[config.mk]
export PLATFORM = sky130hd
export DESIGN_NAME = uart_rx_buffer
export DESIGN_NICKNAME = d
export VERILOG_FILES = /design/src/rtl/uart_rx_pkg.sv /design/src/rtl/uart_rx_buffer_fifo.sv /design/src/rtl/uart_rx_buffer.sv
export SDC_FILE = /design/constraint.sdc
export NUM_CORES = 1
export LEC_CHECK = 0
export BUFFER_PORTS_ARGS = -buffer_cell sky130_fd_sc_hd__buf_2
export CAP_MARGIN = 30
export CORE_MARGIN = 2
export CORE_UTILIZATION = 55
export DETAILED_ROUTE_END_ITERATION = 12
export PLACE_DENSITY_LB_ADDON = 0.12
export SYNTH_ARGS = -nofsm -noshare
export SYNTH_HDL_FRONTEND = slang
export SYNTH_SLANG_ARGS = --single-unit
[constraint.sdc]
create_clock -name clk -period 4.2 [get_ports clk]
set_input_delay 0.42 -clock clk [delete_from_list [all_inputs] [get_ports clk]]
set_output_delay 0.42 -clock clk [all_outputs]
set_load 0.02 [all_outputs]
[src/rtl/uart_rx_pkg.sv]
// Shared definitions for the UART receive buffer.
// Frame layout: bit START_BIT = start (expected 0), bits DATA_MSB:DATA_LSB = data
// (LSB first on the wire), bit STOP_BIT = stop (expected 1).
package uart_rx_pkg;

    localparam int unsigned DATA_W    = 8;
    localparam int unsigned FRAME_W   = 10;
    localparam int unsigned START_BIT = 0;
    localparam int unsigned STOP_BIT  = 9;
    localparam int unsigned DATA_LSB  = 1;
    localparam int unsigned DATA_MSB  = 8;

    typedef struct packed {
        logic              ferr;
        logic [DATA_W-1:0] data;
    } rx_entry_t;

    // Split a raw frame into its payload and a start/stop framing-error flag.
    function automatic rx_entry_t check_frame(input logic [FRAME_W-1:0] frame);
        rx_entry_t e;
        e.ferr = (frame[START_BIT] != 1'b0) || (frame[STOP_BIT] != 1'b1);
        e.data = frame[DATA_MSB:DATA_LSB];
        return e;
    endfunction

endpackage

[src/rtl/uart_rx_buffer_fifo.sv]
// rx_sync_fifo: DEPTH-entry synchronous FIFO of rx_entry_t.
// Ports:
//   clk, rst          - clock, synchronous active-high reset
//   push, push_entry  - write request and entry (accepted if not full, or full with a pop)
//   pop_req           - read request (ignored while empty)
//   rd_entry          - registered head entry, loaded on an accepted pop
//   rd_valid          - one-cycle pulse after an accepted pop
//   level             - occupancy; empty/full derive from it
//   empty, full       - occupancy flags
//   push_dropped      - push rejected because the FIFO was full without a pop
module rx_sync_fifo
    import uart_rx_pkg::*;
#(
    parameter int unsigned DEPTH = 16
) (
    input  logic                     clk,
    input  logic                     rst,
    input  logic                     push,
    input  rx_entry_t                push_entry,
    input  logic                     pop_req,
    output rx_entry_t                rd_entry,
    output logic                     rd_valid,
    output logic [$clog2(DEPTH):0]   level,
    output logic                     empty,
    output logic                     full,
    output logic                     push_dropped
);

    localparam int unsigned AW = $clog2(DEPTH);
    localparam int unsigned LW = AW + 1;
    localparam logic [LW-1:0] FULL_LVL = LW'(DEPTH);

    rx_entry_t       mem_q [DEPTH];
    rx_entry_t       mem_d [DEPTH];
    logic [AW-1:0]   wr_ptr_q, wr_ptr_d;
    logic [AW-1:0]   rd_ptr_q, rd_ptr_d;
    logic [LW-1:0]   level_q, level_d;
    rx_entry_t       rd_entry_q, rd_entry_d;
    logic            rd_valid_q, rd_valid_d;
    logic            do_push, do_pop;

    always_comb begin
        empty        = (level_q == '0);
        full         = (level_q == FULL_LVL);
        do_pop       = pop_req && !empty;
        // When full, a same-cycle pop frees the head slot, which is also the tail slot.
        do_push      = push && (!full || do_pop);
        push_dropped = push && full && !do_pop;

        mem_d      = mem_q;
        wr_ptr_d   = wr_ptr_q;
        rd_ptr_d   = rd_ptr_q;
        rd_entry_d = rd_entry_q;
        rd_valid_d = do_pop;
        level_d    = level_q;

        if (do_push) begin
            mem_d[wr_ptr_q] = push_entry;
            wr_ptr_d        = wr_ptr_q + AW'(1);
        end
        if (do_pop) begin
            rd_entry_d = mem_q[rd_ptr_q];
            rd_ptr_d   = rd_ptr_q + AW'(1);
        end
        if (do_push && !do_pop) begin
            level_d = level_q + LW'(1);
        end else if (!do_push && do_pop) begin
            level_d = level_q - LW'(1);
        end
    end

    always_ff @(posedge clk) begin
        if (rst) begin
            wr_ptr_q   <= '0;
            rd_ptr_q   <= '0;
            level_q    <= '0;
            rd_entry_q <= '0;
            rd_valid_q <= 1'b0;
        end else begin
            wr_ptr_q   <= wr_ptr_d;
            rd_ptr_q   <= rd_ptr_d;
            level_q    <= level_d;
            rd_entry_q <= rd_entry_d;
            rd_valid_q <= rd_valid_d;
        end
    end

    // Storage needs no reset; occupancy decides what is readable.
    always_ff @(posedge clk) begin
        mem_q <= mem_d;
    end

    assign rd_entry = rd_entry_q;
    assign rd_valid = rd_valid_q;
    assign level    = level_q;

endmodule

[src/rtl/uart_rx_buffer.sv]
// uart_rx_buffer: stages completed UART frames, checks start/stop bits and
// buffers {ferr, data} in rx_sync_fifo for the LSU read port.
// Ports:
//   clk, rst               - clock, synchronous active-high reset
//   frame_valid, frame_in  - completed frame strobe and frame bits
//   rd_req                 - pop request
//   clr_err                - clears overrun and ferr_cnt (a same-edge new event wins)
//   rd_data, rd_ferr       - registered popped byte and its framing-error flag
//   rd_valid               - one-cycle pulse after a pop
//   rx_empty, rx_full      - occupancy flags
//   rx_level               - occupancy
//   overrun                - sticky: a frame was dropped on a full FIFO
//   ferr_cnt               - saturating count of framing errors
//   irq                    - only with UART_RX_BUFFER_IRQ_EN defined:
//                            registered (rx_level >= IRQ_LEVEL) || overrun
module uart_rx_buffer
    import uart_rx_pkg::*;
#(
    parameter int unsigned DEPTH     = 16,
    parameter int unsigned DATA_W    = uart_rx_pkg::DATA_W,
    parameter int unsigned FRAME_W   = uart_rx_pkg::FRAME_W,
    parameter int unsigned IRQ_LEVEL = 8
) (
    input  logic                     clk,
    input  logic                     rst,
    input  logic                     frame_valid,
    input  logic [FRAME_W-1:0]       frame_in,
    input  logic                     rd_req,
    input  logic                     clr_err,
    output logic [DATA_W-1:0]        rd_data,
    output logic                     rd_ferr,
    output logic                     rd_valid,
    output logic                     rx_empty,
    output logic                     rx_full,
    output logic [$clog2(DEPTH):0]   rx_level,
    output logic                     overrun,
    output logic [7:0]               ferr_cnt
`ifdef UART_RX_BUFFER_IRQ_EN
    ,
    output logic                     irq
`endif
);

    if (IRQ_LEVEL < 1 || IRQ_LEVEL > DEPTH) begin : g_bad_irq_level
        $error("uart_rx_buffer: IRQ_LEVEL must be in 1..DEPTH");
    end

    logic      stg_valid_q, stg_valid_d;
    rx_entry_t stg_entry_q, stg_entry_d;
    logic      overrun_q, overrun_d;
    logic [7:0] ferr_cnt_q, ferr_cnt_d;
    logic      new_err;
    logic      push_dropped;
    rx_entry_t fifo_rd_entry;

    always_comb begin
        stg_valid_d = frame_valid;
        stg_entry_d = frame_valid ? check_frame(frame_in) : stg_entry_q;

        // Errors are counted at the write edge, including frames dropped on full.
        new_err = stg_valid_q && stg_entry_q.ferr;

        overrun_d = overrun_q;
        if (push_dropped) begin
            overrun_d = 1'b1;
        end else if (clr_err) begin
            overrun_d = 1'b0;
        end

        ferr_cnt_d = ferr_cnt_q;
        if (new_err) begin
            if (clr_err) begin
                ferr_cnt_d = 8'd1;
            end else if (ferr_cnt_q != 8'hFF) begin
                ferr_cnt_d = ferr_cnt_q + 8'd1;
            end
        end else if (clr_err) begin
            ferr_cnt_d = '0;
        end
    end

    always_ff @(posedge clk) begin
        if (rst) begin
            stg_valid_q <= 1'b0;
            stg_entry_q <= '0;
            overrun_q   <= 1'b0;
            ferr_cnt_q  <= '0;
        end else begin
            stg_valid_q <= stg_valid_d;
            stg_entry_q <= stg_entry_d;
            overrun_q   <= overrun_d;
            ferr_cnt_q  <= ferr_cnt_d;
        end
    end

    rx_sync_fifo #(
        .DEPTH(DEPTH)
    ) u_fifo (
        .clk         (clk),
        .rst         (rst),
        .push        (stg_valid_q),
        .push_entry  (stg_entry_q),
        .pop_req     (rd_req),
        .rd_entry    (fifo_rd_entry),
        .rd_valid    (rd_valid),
        .level       (rx_level),
        .empty       (rx_empty),
        .full        (rx_full),
        .push_dropped(push_dropped)
    );

    assign rd_data  = fifo_rd_entry.data;
    assign rd_ferr  = fifo_rd_entry.ferr;
    assign overrun  = overrun_q;
    assign ferr_cnt = ferr_cnt_q;

`ifdef UART_RX_BUFFER_IRQ_EN
    logic irq_q, irq_d;

    always_comb begin
        irq_d = (32'(rx_level) >= IRQ_LEVEL) || overrun_q;
    end

    always_ff @(posedge clk) begin
        if (rst) begin
            irq_q <= 1'b0;
        end else begin
            irq_q <= irq_d;
        end
    end

    assign irq = irq_q;
`endif

endmodule

======== Word-level counts from Yosys, hierarchy flattened ========
Cells that the tools add are included.
storage, ports and cells
  register bits after elaboration ......... 186
  latch bits .............................. 0
  bits in writable memories ............... 0
  output and inout bits ................... 26
  memories kept ........................... 0
  ROM bits ................................ 0
  input bits .............................. 15
operators by class
  multiply operators ...................... 0
  shifts and indexed selects .............. 0
  add/subtract/negate cells ............... 5
  magnitude comparators ................... 3
  multiplexer cells ....................... 14
  div/mod/pow operators ................... 0
  eq/ne operators ......................... 2
  reduce and logical (&&, ||, !) cells .... 20
  bitwise operators ....................... 3
operators with widths
  kind                   count
  $bwmux W144            1
  $bmux W9 S4            1
  $demux W9 S4           1
  $mux W8                4
  $mux W9                3
  $ge A5 B5 Y1 const B   2
  $mux W5                2
  $not A4 Y5             2
  $add A4 B1 Y4 const B  2
  $add A8 B1 Y8 const B  1
  $logic_and A1 B1 Y1    8
  $ne A8 B8 Y1 const B   1
  $reduce_bool A2 Y1     4
  $add A5 B1 Y5 const B  1
  $eq A5 B5 Y1 const B   1
  $logic_not A5 Y1       1
  $lt A5 B1 Y1 const B   1
  $sub A5 B1 Y5 const B  1
  $logic_not A1 Y1       4
  $logic_or A1 B1 Y1     2
  $mux W1                2
  $reduce_and A2 Y1      1
  $not A1 Y1             1

======== Longest topological paths before layout ========
Gate-level depths: netlist of the first run.
  word-level depth ........................ 9
  depth in mapped cells ................... 11

======== Hierarchy ========
A second synthesis of the first run with hierarchy kept.
second synthesis, totals
  cell total of the unflattened synthesis .. 516
  area, all modules ....................... 7,463.4 sq um
modules (own cells, without submodules)
  module          cells each  area each (sq um)  times used  seq. area each (sq um)
  rx_sync_fifo    428         6,636.4            1           4,784.6
  uart_rx_buffer  88          827.0              1           380.4

======== Worst setup path after synthesis of the first run ========
No wires, ideal clock.
  path kind ............................... reg-to-reg
  start ................................... reg u_fifo.level_q[0], in the netlist u_fifo.level[0]
  end ..................................... reg u_fifo.level_q[4], in the netlist u_fifo.level[4]
  required time ........................... 4,079 ps
  cell stages (with the launch flop) ...... 12
  buffers on the path ..................... 1
  clock period less this slack ............ 3,024 ps
  path slack .............................. 1,176 ps
  library setup time ...................... 121 ps
  data arrival time ....................... 2,903 ps
  cell sequence ........................... dfxtp_1 -> or4_4 -> buf_6 -> o21a_4 -> inv_1 -> ha_1 -> inv_1 -> fa_1 -> a21o_1 -> a21oi_1 -> mux2i_1 -> mux2_2
on the way
  word-level cells in the longest chain between the ends .. 8
ends and longest elaborated chain
  what                                                                   line                       RTL
  from (decl)                                                            uart_rx_buffer_fifo.sv:37  logic [LW-1:0] level_q, level_d;
  from (signal assigned)                                                 uart_rx_buffer_fifo.sv:82  level_q <= level_d;
  parallel branches: the longest is 8 deep, another holds $sub A5 B1 Y5  --
Parallel ways; which one is timed is not known. The select of a mux whose other input is x is not followed.
A chain may end at the register's enable or synchronous reset.

======== Final worst setup path of the first run ========
Ends and elaborated chain as after synthesis.

==> results.md, run 1 <==
- Final-stage net count: 568
- Hold_buf cts: 0
- Worst EP arrival: 3.55 ns
- Io pins: 41
- Synth cell types: 44
- FP Rows: 42
- Seq/Total Area, Yosys: 69.1%
- Synthesis Warnings: 0
- Initial antenna violation count: 0
- Post-route minimum period: 3.24 ns
- Worst Max-Slew Pin Slew: 0.973 ns
- Commonest non-fill, non-tap cell in the layout: edfxtp_1
- Synth-to-Final Area Change: 13.4%
- GRT Residual Overflow: 0
- Final cycle utilization of the critical path: 77.1%
- RSZ-0062 raised after global routing: no
- Routed len/inst: 20.6 um
- Worst-path clk slew: 0.06 ns
- Synth Net Count: 530
- Final Wtd Congestion: 0.789
- CP Launch Type: flip-flop
- Hold Crit Class: primary input to flip-flop
- Fmax: 309 MHz
- Setup violators final: 0
- Total Wirelength: 15,100 um
- Area of the die: 14,500 um2
- Post-cts resize count: 0
- Final Hold Fails: 0
- Die height: 121 um
- Vias per cell: 5.73
- Worst Path Required: 4.51 ns
- Postcts setup bufs: 0
- # DRC: 0
- Sink Count: 186
- Total track usage: 22.2%
- Layout cells sized above 1: 16.9%
- H-tree depth: 4
- Buffer depth of the longest clock path: 2
- Initial DRC count: 397
- Vias in the first global route: 4,173
- First-pass GRT wire length: 23,300 um
- Synth Instances: 504
- TritonCTS Buffers: 17
- TritonCTS clock tree: built
- Core area: 13,200 um2
- Mapped Area: 7470 um2
- Chip Width: 121 um
- N_diodes: 0
- Largest net degree at the start of global routing: 59
- Max-cap viol count: 0
- Mean post-synth cell area: 14.8 um2
- Fin util: 63.9%
- Final TNS setup: 0 ns
- Kind of critical path: flip-flop to flip-flop
- Peak supply drop: 0.000423 V
- Critical path fanouts, max: 21
- Async SR Flop Fraction: 0%
- PD cells: 553 nW/um2
- Synth Register Bits: 186
- Number of synthesized flops with an enable pin: 144
- Crit end category: flip-flop
- Drt first pass iters: 7
- CTS Root Cell: clkbuf_16
- Leakage power: 2.83 nW
- Commonest non-fill, non-tap cells in the layout: edfxtp_1 (144), mux2i_1 (84), nor2_1 (53)
- DRT antenna net count: 0
- Insertion delay to the later sink of the worst-skew pair: 0.42 ns
- Clock Skew: 0.00881 ns
- Via count: 4,185
- Initial Util: 56.4%
- Worst rel slew slack: 34.9%
- Main synth FF type: edfxtp_1
- Status: finished clean
- Final Max Slew Viols: 0
- Post-DP HPWL: 9740 um
- IO Port Bufs: 40
[cell usage after synthesis, drive strengths merged (9+ instances only)]
| cell type | count | area share [%] |
|---|---|---|
| a211oi | 10 | 1.6 |
| ha | 10 | 1.7 |
| dfxtp | 42 | 11 |
| nor4 | 9 | 0.75 |
| o22ai | 36 | 3.0 |
| a21oi | 10 | 0.67 |
| buf | 17 | 1.5 |
| mux2i | 84 | 11 |
| nor2 | 53 | 2.7 |
| edfxtp | 144 | 58 |
| clkbuf | 11 | 0.55 |
[flip-flops by register name, indices dropped and copies added, names as in the netlist, 4 cells and up]
| name | flops |
|---|---|
| u_fifo.mem_q | 144 |
| stg_entry_q | 9 |
| u_fifo.rd_entry | 9 |
| ferr_cnt | 8 |
| u_fifo.level | 5 |
| u_fifo.rd_ptr_q | 4 |
| u_fifo.wr_ptr_q | 4 |
[through the flow]
step	setup WS (ns)	hold WS, ns	power (mW)	std cells	cell area (um2)
floorplan	1.18	0.528	2.79	504	7470
global placement	1.08	0.503	2.94	697	7780
detailed placement	0.958	0.529	2.97	698	7780
CTS	0.946	0.183	4.71	730	8440
global route	0.811	0.197	4.87	731	8470
finish	0.961	0.202	4.69	731	8470
[where the power goes]
part | switching, mW | internal (mW)
Sequential | 0.110 | 2.07
Clock | 0.649 | 1.11
Combinational | 0.456 | 0.294
[worst max-delay path, cell delays in order (launching register included)]
cell and delay (ns):
dfxtp_1 0.37, or4_4 0.62, o21a_4 0.33, inv_1 0.15, ha_1 0.18, inv_1 0.11
fa_1 0.42, a21o_1 0.19, a21oi_1 0.18, mux2i_1 0.23, mux2_2 0.34
[final timing paths]
kind                                      start  cells after the start              end  slack [ns]
worst min-delay path                frame_in[9]                      2   stg_entry_q[8]        0.20
worst min register to register      ferr_cnt[7]                      2      ferr_cnt[7]        0.53
worst max register to register  u_fifo.level[0]                     10  u_fifo.level[4]        0.96
worst max-delay path            u_fifo.level[0]                     10  u_fifo.level[4]        0.96
[area by class of cell]
class | instances | area [um2]
Sequential cell | 186 | 5170
Fill cell | 1002 | 4770
Multi-Input combinational cell | 283 | 2130
Clock buffer | 18 | 429
Timing Repair Buffer | 47 | 270
Clock inverter | 14 | 226
Tap cell | 176 | 220
Inverter | 7 | 26.3
[per-layer routing]
| metal | GRT usage [%] | wire [um] |
|---|---|---|
| met5 | 0 | 0 |
| met3 | 5.14 | 812 |
| met2 | 35.3 | 7290 |
| met4 | 8.72 | 312 |
| met1 | 29.7 | 6670 |
[logic make-up after synthesis]
family | count (synthesis) | synth area share [%]
mux | 85 | 11.4
simple gates | 103 | 6.77
compound gates | 73 | 7.07
fa+ha+maj | 11 | 1.94
buf+inv | 35 | 2.38
flops | 186 | 69.1
xor+xnor | 11 | 1.29
No activity file was read; power rests on OpenSTA's default activity.
==> run 2, diff against run 1 <==
==> constraint.sdc (replaced) <==
create_clock -name clk -period 3 [get_ports clk]
set_input_delay 0.3 -clock clk [delete_from_list [all_inputs] [get_ports clk]]
set_output_delay 0.3 -clock clk [all_outputs]
set_load 0.02 [all_outputs]
==> results.md, run 2 (synthesized netlist as in run 1, its figures left out) <==
- Post-place setup slack: 0.0699 ns
- Hold Startpoint: frame_in[9]
- Initial DRC count: 315
- First-pass GRT wire length: 22,600 um
- Postcts setup bufs: 0
- Post-route minimum period: 2.92 ns
- Worst rel slew slack: 43.3%
- Via count: 4,205
- Hold path depth: 2
- Largest net degree at the start of global routing: 39
- Routed len/inst: 20.0 um
- Clock Skew: 0.00763 ns
- Insertion delay to the later sink of the worst-skew pair: 0.42 ns
- Initial antenna violation count: 0
- Fill count: 1,004
- Hold WS: 0.0720 ns
- Reg-to-reg endpoint: u_fifo.level[4]
- Peak supply drop: 0.000695 V
- Reg2Reg Setup Slack: 0.08 ns
- DRT antenna net count: 0
- DP Area: 7880 um2
- Drt first pass iters: 4
- CTS Root Cell: clkbuf_16
- Commonest non-fill, non-tap cells in the layout: edfxtp_1 (144), mux2i_1 (84), nor2_1 (53)
- TritonCTS Buffers: 17
- Worst r2r path cells: 10
- Hold_buf cts: 0
- Kind of critical path: flip-flop to flip-flop
- Crit end category: flip-flop
- Delay of the slowest cell on the worst path: 0.54 ns
- Register name with the most flops: u_fifo.mem_q
- Sink Count: 186
- Layout cells sized above 1: 18.8%
- WHS Endpoint: stg_entry_q[8]
- Fmax: 343 MHz
- PnR worst setup slack: 0.0822 ns
- PD cells: 759 nW/um2
- Final Max Slew Viols: 0
- Area of the die: 14,500 um2
- Worst EP arrival: 3.23 ns
- Critical path, cell by cell: or4_4 -> o21a_4 -> inv_1 -> ha_1 -> inv_1 -> fa_1 -> a21o_1 -> a21oi_2 -> mux2i_1 -> mux2_2
- Worst-path clk slew: 0.06 ns
- Io pins: 41
- Core area: 13,200 um2
- # DRC: 0
- Final cycle utilization of the critical path: 97.3%
- Synth-to-Final Area Change: 13.7%
- Crit path top cell by count: inv_1
- Max reg flops: 144
- GRT Residual Overflow: 0
- Max-cap viol count: 0
- Total track usage: 21.6%
- Post-DP HPWL: 9660 um
- Initial Util: 56.4%
- H-tree depth: 4
- Worst Path Required: 3.32 ns
- Post-cts resize count: 0
- Buffer depth of the longest clock path: 2
- IO Port Bufs: 40
- Leakage power: 2.86 nW
- Vias in the first global route: 4,032
- Final Hold Fails: 0
- Worst path slowest cell: or4_4
- CP Launch Type: flip-flop
- TritonCTS clock tree: built
- Final-stage net count: 578
- Hold Crit Class: primary input to flip-flop
- Fin util: 64.2%
- Final Cell Area: 8500 um2
- Worst Max-Slew Pin Slew: 0.848 ns
- Status: finished clean
- R2R Path Start: u_fifo.level[0]
- Die height: 121 um
- Commonest non-fill, non-tap cell in the layout: edfxtp_1
- Critical path launch point: u_fifo.level[0]
- Critical path fanouts, max: 5
- Total Wirelength: 14,800 um
- FP Rows: 42
- Vias per cell: 5.67
- Setup violators final: 0
- Chip Width: 121 um
- N_diodes: 0
- Final Wtd Congestion: 0.782
run 2: critical path, delay by kind of cell (launching register included):
kind	cells	cell delay (ns)
adder cells (fa/ha/maj)	2	0.60
AND/OR/NAND/NOR	1	0.54
multiplexers	2	0.55
AO/OA/AOI/OAI	3	0.60
buffers and inverters	2	0.20
flip-flops	1	0.32
run 2: metrics by stage:
stage / setup TNS, ns / power (mW) / instances
global placement: 0 / 4.16 / 708
finish: 0 / 6.45 / 741
detailed placement: 0 / 4.21 / 709
CTS: 0 / 6.46 / 741
floorplan: 0 / 3.91 / 504
global route: -0.0142 / 6.69 / 741
run 2: area by class of cell:
cell class / instances / area (um2) / share of cell area [%]
clock buffers: 18 / 429 / 5.05
well taps: 176 / 220 / 2.59
repair buffers: 57 / 340 / 4.01
inverters: 7 / 26.3 / 0.309
clock inverters: 14 / 179 / 2.11
flip-flops and latches: 186 / 5170 / 60.9
multi-input cells: 283 / 2130 / 25.1
run 2: worst max-delay path by stage:
stage                           end  slack, ns
global route        u_fifo.level[4]      -0.01
finish              u_fifo.level[4]       0.08
detailed placement  u_fifo.level[4]       0.07
floorplan           u_fifo.level[4]      0.007
global placement    u_fifo.level[4]       0.16
CTS                 u_fifo.level[4]       0.06
run 2: metal layers:
metal	GRT usage, %	routed length (um)	share of wire, %
met1	29.6	6770	46
met2	33.5	6950	47
met3	5.09	778	5.2
met4	9.01	336	2.3
met5	0	0	0
run 2: power by group:
part,total (mW),switching (mW),leakage [nW],internal [mW]
clock,2.28,0.896,0.289,1.38
combinational,1.14,0.679,0.902,0.456
sequential,3.03,0.140,1.67,2.89
total,6.45,1.71,2.86,4.73
